--- src/rtl/axisv_lcd_out.sv ---
// axisv_lcd_out: LCD raster timing generator fed by an AXI4-Stream pixel source, with framing checks and re-lock.
module axisv_lcd_out #(
  parameter int H_PIXEL_COUNT = 8,
  parameter int H_FRONT_PORCH = 1,
  parameter int H_SYNC        = 1,
  parameter int H_BACK_PORCH  = 1,
  parameter int V_PIXEL_COUNT = 4,
  parameter int V_FRONT_PORCH = 1,
  parameter int V_SYNC        = 1,
  parameter int V_BACK_PORCH  = 1,
  parameter int DATA_WIDTH    = 18
) (
  input  logic                  aclk_i,
  input  logic                  rst_i,
  input  logic [DATA_WIDTH-1:0] s_axis_tdata,
  input  logic                  s_axis_tvalid,
  output logic                  s_axis_tready,
  input  logic                  s_axis_tlast,
  input  logic [1:0]            s_axis_tuser,
  output logic [DATA_WIDTH-1:0] lcd_data_o,
  output logic                  lcd_de_o,
  output logic                  lcd_hsync_o,
  output logic                  lcd_vsync_o,
  output logic                  underflow_o,
  output logic                  misalign_o,
  output logic                  locked_o
);
  localparam int H_TOTAL = H_PIXEL_COUNT + H_FRONT_PORCH + H_SYNC + H_BACK_PORCH;
  localparam int V_TOTAL = V_PIXEL_COUNT + V_FRONT_PORCH + V_SYNC + V_BACK_PORCH;
  localparam int HW = $clog2(H_TOTAL);
  localparam int VW = $clog2(V_TOTAL);
  localparam int HS_BEG = H_PIXEL_COUNT + H_FRONT_PORCH;
  localparam int VS_BEG = V_PIXEL_COUNT + V_FRONT_PORCH;

  typedef enum logic [1:0] {ARM, LOCKED, FLUSH} state_t;

  state_t        state;
  logic [HW-1:0] h_cnt;
  logic [VW-1:0] v_cnt;
  logic          h_end, v_end, active, eol, eof, bad, hs_low, vs_low, unused_tuser;

  assign unused_tuser = s_axis_tuser[1];

  always_comb begin
    h_end  = int'(h_cnt) == H_TOTAL - 1;
    v_end  = int'(v_cnt) == V_TOTAL - 1;
    active = int'(h_cnt) < H_PIXEL_COUNT && int'(v_cnt) < V_PIXEL_COUNT;
    eol    = int'(h_cnt) == H_PIXEL_COUNT - 1;
    eof    = eol && int'(v_cnt) == V_PIXEL_COUNT - 1;
    hs_low = int'(h_cnt) >= HS_BEG && int'(h_cnt) < HS_BEG + H_SYNC;
    vs_low = int'(v_cnt) >= VS_BEG && int'(v_cnt) < VS_BEG + V_SYNC;
    bad    = s_axis_tlast != eol || s_axis_tuser[0] != eof;
    s_axis_tready = state == LOCKED ? active : state == FLUSH;
    locked_o = state == LOCKED;
  end

  always_ff @(posedge aclk_i) begin
    if (rst_i) begin
      h_cnt <= '0;
      v_cnt <= '0;
    end else begin
      h_cnt <= h_end ? '0 : h_cnt + 1'b1;
      if (h_end)
        v_cnt <= v_end ? '0 : v_cnt + 1'b1;
    end
  end

  // Syncs and de always follow the raster; only data is gated by lock state.
  always_ff @(posedge aclk_i) begin
    if (rst_i) begin
      state       <= ARM;
      lcd_data_o  <= '0;
      lcd_de_o    <= 1'b0;
      lcd_hsync_o <= 1'b1;
      lcd_vsync_o <= 1'b1;
      underflow_o <= 1'b0;
      misalign_o  <= 1'b0;
    end else begin
      lcd_de_o    <= active;
      lcd_hsync_o <= !hs_low;
      lcd_vsync_o <= !vs_low;
      lcd_data_o  <= (state == LOCKED && active && s_axis_tvalid) ? s_axis_tdata : '0;
      underflow_o <= state == LOCKED && active && !s_axis_tvalid;
      misalign_o  <= state == LOCKED && active && s_axis_tvalid && bad;
      case (state)
        ARM:     if (h_end && v_end) state <= LOCKED;
        LOCKED:  if (active && (!s_axis_tvalid || bad))
                   state <= (s_axis_tvalid && s_axis_tuser[0]) ? ARM : FLUSH;
        FLUSH:   if (s_axis_tvalid && s_axis_tuser[0]) state <= ARM;
        default: state <= ARM;
      endcase
    end
  end
endmodule

--- config.mk ---
export PLATFORM = sky130hd
export DESIGN_NAME = axisv_lcd_out
export DESIGN_NICKNAME = d
export VERILOG_FILES = /design/src/rtl/axisv_lcd_out.sv
export SDC_FILE = /design/constraint.sdc
export NUM_CORES = 1
export LEC_CHECK = 0
export CORE_MARGIN = 2
export CORE_UTILIZATION = 35
export DETAILED_ROUTE_END_ITERATION = 16
export PLACE_DENSITY = 0.67
export RECOVER_POWER = 100
export SLEW_MARGIN = 20
export SYNTH_ARGS = -nofsm -noshare
export SYNTH_HDL_FRONTEND = slang
export SYNTH_SLANG_ARGS = --single-unit
--- constraint.sdc ---
create_clock -name aclk_i -period 3.23 [get_ports aclk_i]
set_input_delay 0.646 -clock aclk_i [delete_from_list [all_inputs] [get_ports aclk_i]]
set_output_delay 0.646 -clock aclk_i [all_outputs]
set_load 0.02 [all_outputs]
==> run summary <==
Status: finished clean
Grt ovf: 0
Post-layout util: 53.7%
CP max-delay cell: dlygate4sd3_1
RSZ-0062 raised after global routing: false
Total GRT Usage: 14.4%
Post-Synthesis Cells: 114
Number of global-route vias before repair: 943
P per Cell Area: 511 nW/um^2
CTS root buffer: clkbuf_4
Largest net degree at the start of global routing: 20
Initial antenna violation count: 0
Final ANT Viol Nets: 0
CP Data Arrival Time: 1.82 ns
CTS Buffer Depth: 2
Max-cap violations: 0
EDFF count, synth: 0
Setup Buffers After CTS: 0
Vias: 928
Initial Util: 36.0%
Layout fillers: 304
# DRC: 0
Post-CTS Hold Buffers: 0
Tmin final: 2.47 ns
First-pass GRT wire length: 4.29 mm
Worst Clk Skew: 0.00852 ns
Metal2 WL: 1.05 mm
Fmax: 0.405 GHz
CP most frequent cell: nand2_1
Leakage: 0.748 nW
DRT Wirelength: 2.42 mm
DIE AREA: 3890 sq um
Top delay family on crit path: buffers and inverters
Setup_tns: 0 ns
Slew Limit Fails: 0
CP Cell Sequence: and2b_1 -> nand2_1 -> nand2_1 -> dlygate4sd3_1
Hold Path Class: reg2reg
Slew HR: 58.1%
Die width: 62.3 um
Synth cell types: 35
Via/cell ratio: 4.40
Area Overhead vs Synth: 49.4%
Mapped Area: 1190 sq um
Final setup vio count: 0
# port buffers: 47
Per-cell routed wire length: 11.5 um
CTS sink count: 32
Syn_nets: 142
Resize count post-CTS: 0
Layout cells sized above 1: 7.27%
N_diodes: 0
Initial DRC Count: 43
Final Hold Viols: 0
Count of state elements after synthesis: 32
Design area: 1780 sq um
Number of buffers created by CTS: 5
Top Metal Used: met4
CP required: 2.58 ns
Placed cell areas: 1690 sq um
Row count: 21
Max H-tree Level: 2
Gpl congestion: 0.797
CTS tree: done
Ys async rst share: 0%
Die span in y: 62.3 um
DP HPWL: 1.74 mm
Period utilisation layout: 76.4%
Top FF cell, synth: dfxtp_1
Detailed Routing Iterations Pass 1: 4
DRT met1 WL: 1.11 mm
Synth area leaders: dfxtp_1, and2_1, ha_1, nor3_1, a311oi_2
Worst Path Max Fanout: 5
WL met3: 234 um
Area fraction of the dominant cell type after synthesis: 53.8%
Final Net Count: 192
Power Total: 0.000910 W
Peak supply drop: 0.244 mV
Clock Latency Late Sink: 0.33 ns
Yosys warns: 0
Sequential area share after synthesis: 53.8%
Critical path launch point type: flip-flop
IO Pins: 49
Avg Inst Size Synth: 10.4 sq um
Area leader, netlist: dfxtp_1
Element type at the critical path end: output port
CP Class: reg2out
CP peak stage delay: 0.67 ns
Clk pin slew, worst setup/hold paths: 0.10 ns
Worst Max-Slew Pin Slew: 0.628 ns
CP Buf/Inv Count: 1
CORE AREA: 3310 sq um
[path summary, 6_finish.rpt]
check / endpoint / cells past startpoint / from / slack [ns]
worst min-delay path: v_cnt[1] / 2 / v_cnt[1] / 0.53
worst max-delay path: s_axis_tready / 4 / state[1] / 0.76
worst min register to register: v_cnt[1] / 2 / v_cnt[1] / 0.53
worst max register to register: state[0] / 4 / h_cnt[3] / 1.27
[state kept, by name, indices dropped and copies added, names as in the netlist]
name / count
lcd_hsync_o: 1
misalign_o: 1
h_cnt: 4
underflow_o: 1
v_cnt: 3
lcd_de_o: 1
state: 2
lcd_data_o: 18
lcd_vsync_o: 1
[cells in the mapped netlist, drive strengths merged, types with 2 or more instances]
cell type  instances
dfxtp             32
and2              20
nor2               7
nor3               6
inv                5
nand2              5
o21ai              5
buf                4
ha                 4
a311oi             2
mux2               2
nand3b             2
nor2b              2
[cell families after synthesis]
| family | count (synthesis) | synth area share, % |
|---|---|---|
| flops | 32 | 53.8 |
| simple gates | 50 | 24.8 |
| xor+xnor | 2 | 1.47 |
| buf+inv | 10 | 4.31 |
| mux | 3 | 3.05 |
| compound gates | 13 | 8.40 |
| fa+ha+maj | 4 | 4.20 |
[tightest hold or removal path, stage by stage (launching register included)]
cell	delay, ns
dfxtp_1	0.37
nand2_1	0.07
a21oi_1	0.05
[cells in the final DEF, fill, tap and decap left out, types with 2 or more instances in the layout]
| cell | n |
|---|---|
| nor3_1 | 6 |
| clkdlybuf4s50_1 | 21 |
| nand2_1 | 5 |
| and2_1 | 14 |
| nand3b_1 | 2 |
| dfxtp_1 | 32 |
| and2_0 | 6 |
| inv_1 | 4 |
| clkbuf_8 | 2 |
| dlygate4sd3_1 | 26 |
| o21ai_0 | 5 |
| ha_1 | 4 |
| clkbuf_4 | 5 |
| nor2_1 | 7 |
| nor2b_1 | 2 |
[layer usage]
| metal | GRT usage (%) | vias up |
|---|---|---|
| met3 | 7.97 | 4 |
| met1 | 16.5 | 405 |
| met5 | 0 | - |
| met2 | 22.4 | 42 |
| met4 | 5.56 | 0 |
| li1 | - | 477 |
[layout make-up]
| class | count | area, sq um | share of cell area (%) |
|---|---|---|---|
| Timing Repair Buffer | 48 | 474 | 26.7 |
| Inverter | 5 | 18.8 | 1.05 |
| Sequential cell | 32 | 641 | 36.0 |
| Multi-Input combinational cell | 72 | 493 | 27.7 |
| Clock inverter | 1 | 30.0 | 1.69 |
| Tap cell | 46 | 57.6 | 3.23 |
| Clock buffer | 7 | 65.1 | 3.66 |
[power by group]
| part | internal [W] | total, W | switching (W) |
|---|---|---|---|
| Combinational | 0.0000773 | 0.000145 | 0.0000673 |
| Clock | 0.000205 | 0.000338 | 0.000133 |
| Sequential | 0.000413 | 0.000427 | 0.0000133 |
| Total | 0.000696 | 0.000910 | 0.000213 |
[through the flow]
step	setup WS, ns	cells	hold slack, ns
global route	0.642	211	0.585
detailed placement	0.944	203	0.521
finish	0.761	211	0.534
CTS	0.792	211	0.535
global placement	0.989	203	0.505
floorplan	1.58	114	0.480
(Power assumes the default switching activity.)
